==> config.mk <==
export PLATFORM = sky130hd
export DESIGN_NAME = move_ctrl
export DESIGN_NICKNAME = d
export VERILOG_FILES = /design/src/rtl/move_ctrl.sv
export SDC_FILE = /design/constraint.sdc
export NUM_CORES = 1
export LEC_CHECK = 0
export CORE_ASPECT_RATIO = 0.6
export CORE_MARGIN = 4
export CORE_UTILIZATION = 50
export DETAILED_ROUTE_END_ITERATION = 6
export GPL_ROUTABILITY_DRIVEN = 0
export PLACE_DENSITY = 0.75
export SETUP_SLACK_MARGIN = 0.3
export SKIP_CTS_REPAIR_TIMING = 1
export SYNTH_ARGS = -nofsm -noshare
export SYNTH_HDL_FRONTEND = slang
export SYNTH_SLANG_ARGS = --single-unit
export TNS_END_PERCENT = 100
==> constraint.sdc <==
create_clock -name CLK -period 2.2 [get_ports CLK]
set_input_delay 0.44 -clock CLK [delete_from_list [all_inputs] [get_ports CLK]]
set_output_delay 0.44 -clock CLK [all_outputs]
set_load 0.005 [all_outputs]
==> src/rtl/move_ctrl.sv <==
// Connect-four turn sequencer: moves the cursor, tracks column fill heights and
// the active player, and issues one handshaked write per legal drop.
module move_ctrl #(
    parameter int NCOLS     = 7,
    parameter int NROWS     = 6,
    parameter int START_COL = 3,
    parameter int WRAP      = 1
) (
    input  logic       CLK,
    input  logic       RESET,
    input  logic       LEFT_EN,
    input  logic       RIGHT_EN,
    input  logic       DROP_EN,
    input  logic       GAME_OVER,
    input  logic       WR_ACK,
    output logic [2:0] COL,
    output logic       PLAYER,
    output logic       WR_REQ,
    output logic [2:0] WR_ROW,
    output logic [2:0] WR_COL,
    output logic       WR_PLAYER,
    output logic       BUSY,
    output logic       COL_FULL,
    output logic       BOARD_FULL,
    output logic [5:0] MOVES
);

    typedef enum logic {
        S_IDLE = 1'b0,
        S_REQ  = 1'b1
    } state_t;

    localparam logic [2:0] LAST_COL  = 3'(NCOLS - 1);
    localparam logic [2:0] FULL_H    = 3'(NROWS);
    localparam logic [2:0] START     = 3'(START_COL);
    localparam logic [5:0] MAX_MOVES = 6'(NCOLS * NROWS);

    state_t     r_state;
    state_t     w_next_state;
    logic [2:0] r_col;
    logic [2:0] w_next_col;
    logic       r_player;
    logic [2:0] r_wr_row;
    logic [2:0] r_wr_col;
    logic       r_wr_player;
    logic       r_col_full;
    logic [5:0] r_moves;
    logic [2:0] r_height [NCOLS];

    logic       w_drop_ok;
    logic       w_drop_full;
    logic       w_ack;
    logic [2:0] w_cur_height;

    assign w_cur_height = r_height[r_col];

    always_comb begin
        // NOTE: every signal gets a default first so no path leaves it unassigned (no latch).
        w_next_state = r_state;
        w_next_col   = r_col;
        w_drop_ok    = 1'b0;
        w_drop_full  = 1'b0;
        w_ack        = 1'b0;
        case (r_state)
            S_IDLE: begin
                if (!GAME_OVER) begin
                    // A drop wins over any simultaneous cursor move, which is discarded.
                    if (DROP_EN) begin
                        if (w_cur_height < FULL_H) begin
                            w_drop_ok    = 1'b1;
                            w_next_state = S_REQ;
                        end else begin
                            w_drop_full = 1'b1;
                        end
                    end else if (LEFT_EN && !RIGHT_EN) begin
                        if (r_col == 3'd0) w_next_col = (WRAP != 0) ? LAST_COL : 3'd0;
                        else               w_next_col = r_col - 3'd1;
                    end else if (RIGHT_EN && !LEFT_EN) begin
                        if (r_col == LAST_COL) w_next_col = (WRAP != 0) ? 3'd0 : LAST_COL;
                        else                   w_next_col = r_col + 3'd1;
                    end
                end
            end
            S_REQ: begin
                if (WR_ACK) begin
                    w_ack        = 1'b1;
                    w_next_state = S_IDLE;
                end
            end
            default: w_next_state = S_IDLE;
        endcase
    end

    always_ff @(posedge CLK) begin
        if (RESET) begin
            r_state     <= S_IDLE;
            r_col       <= START;
            r_player    <= 1'b0;
            r_wr_row    <= 3'd0;
            r_wr_col    <= 3'd0;
            r_wr_player <= 1'b0;
            r_col_full  <= 1'b0;
            r_moves     <= 6'd0;
            // NOTE: the height array is reset on purpose: a new game must start empty.
            for (int i = 0; i < NCOLS; i++) r_height[i] <= 3'd0;
        end else begin
            // NOTE: sequential state uses non-blocking assignments so all registers update together.
            r_state    <= w_next_state;
            r_col      <= w_next_col;
            r_col_full <= w_drop_full;
            if (w_drop_ok) begin
                r_wr_row    <= w_cur_height;
                r_wr_col    <= r_col;
                r_wr_player <= r_player;
            end
            if (w_ack) begin
                r_height[r_wr_col] <= r_height[r_wr_col] + 3'd1;
                r_player           <= ~r_player;
                if (r_moves != MAX_MOVES) r_moves <= r_moves + 6'd1;
            end
        end
    end

    assign COL        = r_col;
    assign PLAYER     = r_player;
    assign WR_REQ     = (r_state == S_REQ);
    assign BUSY       = (r_state == S_REQ);
    assign WR_ROW     = r_wr_row;
    assign WR_COL     = r_wr_col;
    assign WR_PLAYER  = r_wr_player;
    assign COL_FULL   = r_col_full;
    assign MOVES      = r_moves;
    assign BOARD_FULL = (r_moves == MAX_MOVES);

endmodule

==> results by group, run 1 <==
Outcome
  – Status: complete, no violations

Pwr
  – Max IR drop VDD: 0.000370 V
  – Total Power: 1.99 mW
  – Pwr Density: 630 mW/mm2
  – P_leak: between 1 and 1.5 nW

Clock network
  – Clk pin slew, worst setup/hold paths: 90 ps
  – Skew-Pair Late Insertion Delay: 310 ps
  – Clock Sinks: 49
  – Clk root buf: clkbuf_8
  – Max clock buf depth: 2
  – H-tree levels: 2
  – Total CTS buffers: 5
  – CTS tree: yes

Logic synthesis
  – Mux cell area share after synthesis: ~16%
  – Syn avg cell area: 11.3 um2
  – Synth warn: 0
  – Post-synthesis adder-cell area fraction: 4.60%
  – Post-synth cell types: 42
  – Register bit count reported by yosys: between 40 and 50
  – XOR/XNOR share of the synthesized area: 2.15%
  – Post-synth EDFFs: 21
  – Register area share after synthesis: 48.7%
  – Synthesized Nets: 232
  – Largest family of logic cells by synthesized area: simple AND/OR/NAND/NOR gates
  – Ys flop type: dfxtp_1
  – FFs w/ async S/R, synth: 0%
  – Synth Instances: 216
  – Synth Area in Compound Gates: 8.13%
  – Simple-Gate Fraction of Synth Area: between 10% and 20%
  – Synthesized area: around 0.0024 mm2

Critical path
  – CP max FO: 7
  – Critical Path Source Type: flop
  – Arrival time at the worst endpoint: 2140 ps
  – Crit. End Element: flop
  – CP Class: reg -> reg
  – Setup slack, reg-to-reg: 110 ps
  – Reg2reg end: r_height[7][2]$_DFFE_PP_
  – Slowest cell delay on critical path: 490 ps
  – Worst Reg-to-Reg Cells: 6
  – CP max-delay cell: mux4_2
  – WP data required: about 2300 ps
  – Crit-path cells: buf_12 -> mux4_2 -> mux2_4 -> ha_4 -> xor2_4 -> nor2_2

Placed design
  – Hpwl dp: 4290 um
  – Port Buffer Count: 27

Detailed routing
  – Vias: 1,850
  – DRC: 0
  – Post-Route WL: 5700 um
  – Via density: 5.66
  – Detail Route Antenna Nets: 0
  – Wire length per cell: 17.4 um
  – Router iterations before antenna repair: 4
  – Starting DRT DRC Count: 126

Floorplan
  – Starting Density: 52.5%
  – Core footprint: ~0.0047 mm2
  – Cell row count: 19
  – Die Height: 62.2 um
  – Die X: 98.3 um
  – Die ar.: 0.00611 mm2
  – Ports: 28

STA
  – Minimum clock period: 2090 ps
  – Final setup vio count: 0
  – F_max: approximately 480 MHz
  – Unrepaired setup endpoints after global routing: yes
  – Worst Tran Pin Value: 415 ps
  – Max-slew violations: 0
  – Fin crit share: 94.9%
  – Clock Skews: 4.35 ps
  – Total negative setup slack: 0 ps
  – Max-slew headroom: just over 70%
  – Count of final hold-check violations: 0

GRT
  – Number of global-route vias before repair: 1,680
  – First-pass GRT wire length: 8820 um
  – Largest net degree at the start of global routing: 26
  – M2 GR Usage: a little under a quarter
  – Met3 Use GR: 4.70%
  – GRT Max-Usage Layer: met1
  – Met1 global-route usage: around 31%
  – Global route overflow: 0
  – Antenna violations before repair: 0
  – GRT Total Usage: 18.5%

Layout
  – Share of layout cells above drive strength 1: about a quarter
  – Synthesis-to-finish area growth: 29.4%
  – # fillers: around 350
  – Fin nets: 279
  – Most common cell after layout, fill and taps aside: clkdlybuf4s50_1
  – Ant. Diodes: 0
  – Most frequent cells in the layout: 26 x clkdlybuf4s50_1, 24 x dfxtp_1, 24 x nor2_1

Min path
  – Hold Crit Depth: 2
  – Hold EP: WR_ROW[2]$_SDFFE_PP0P_
  – Min-Delay Startpoint: WR_ROW[2]$_SDFFE_PP0P_
  – Hold crit path type: reg -> reg

Job
  – Max Cap Violations: 0
==> metal layers <==
metal | part of all wire, % | vias up
li1 | - | 872
met1 | 51 | 901
met2 | 40 | 72
met3 | 8.1 | 5
met4 | 0.65 | 0
met5 | 0 | -
==> per-stage QoR <==
step | utilization [%] | cells | instance area (um2) | setup slack (ps) | hold WS [ps]
global route | 68.0 | 327 | 3170 | 49.9 | 531
floorplan | - | 216 | 2500 | 251 | 463
finish | 68.0 | 327 | 3170 | 112 | 480
detailed placement | 62.8 | 314 | 2920 | -167 | 467
global placement | 62.8 | 314 | 2920 | -94.4 | 467
CTS | 65.2 | 322 | 3040 | 46.9 | 483
==> worst max-delay path by stage <==
stage,startpoint,endpoint,cells after the start
6_report,flop,r_height[7][2]$_DFFE_PP_,6
3_5_place_dp,RIGHT_EN,COL[2]$_SDFFE_PP0N_,7
2_1_floorplan,flop,WR_ROW[0]$_SDFFE_PP0P_,5
3_3_place_gp,RIGHT_EN,flop,7
4_1_cts,MOVES[3]$_SDFFE_PP0P_,BOARD_FULL,3
5_1_grt,flop,r_height[1][2]$_SDFFCE_PN0P_,6
==> cells in the mapped netlist (3+ instances only) <==
cell type  instances  area [um2]
mux2i_1           10         100
mux4_2             7         158
ha_1               9         113
clkbuf_1           5        18.8
nand2_1           11        41.3
nor2b_1            4        25.0
nor2_1            29         109
a21oi_1            6        30.0
o21ai_0            5        25.0
nand2b_1          15        93.8
nor3b_1            3        22.5
nand3_1            4        20.0
dfxtp_1           28         561
o31ai_1            3        22.5
edfxtp_1          21         631
mux2_2             5        56.3
inv_1             10        37.5
nand3b_1           5        37.5
a211oi_1           4        30.0
xnor2_1            4        35.0
==> cell type report <==
type                    instances  area, um2  share of cell area, %
repair buffers                 48        447                   14.1
multi-input cells             149       1290                   40.8
clock inverters                 3       43.8                   1.38
inverters                      10       37.5                   1.18
clock buffers                   5       68.8                   2.17
well taps                      63       78.8                   2.49
flip-flops and latches         49       1200                   37.8
==> report_power, final <==
| group | internal, mW | leakage (nW) | total [mW] | switching [mW] |
|---|---|---|---|---|
| Combinational | 0.174 | 0.700 | 0.310 | 0.137 |
| Sequential | 0.981 | 0.440 | 1.03 | 0.0456 |
| Clock | 0.341 | 0.0585 | 0.658 | 0.317 |
| Total | 1.50 | 1.20 | 1.99 | 0.499 |
==> kinds of logic (layout without fill, tap and decap cells) <==
family | after synthesis | count (layout)
XOR/XNOR | 6 | 6
flip-flops | 49 | 49
AND/OR/NAND/NOR | 82 | 82
buffers and inverters | 18 | 66
AO/OA/AOI/OAI | 27 | 27
adder cells (fa/ha/maj) | 9 | 9
multiplexers | 25 | 25
==> worst max-delay path: cells and delay by family (launching register included) <==
family | cells | cell delay, ps
muxes | 2 | 800
buffers and inverters | 1 | 120
and+or+nand+nor | 1 | 80
DFF | 1 | 350
adders and majority gates | 1 | 180
xor gates and xnor gates | 1 | 290
Power figures use the tool's default switching activity.
==> inputs of run 2 (changes only) <==
--- a/config.mk
+++ b/config.mk
@@ -10,6 +10,7 @@
 export CORE_UTILIZATION = 50
 export DETAILED_ROUTE_END_ITERATION = 6
 export GPL_ROUTABILITY_DRIVEN = 0
+export HOLD_SLACK_MARGIN = 0.06
 export PLACE_DENSITY = 0.75
 export SETUP_SLACK_MARGIN = 0.3
 export SKIP_CTS_REPAIR_TIMING = 1
==> results of run 2 <==
The final DEF is identical to that of run 1; final timing and power are the same.
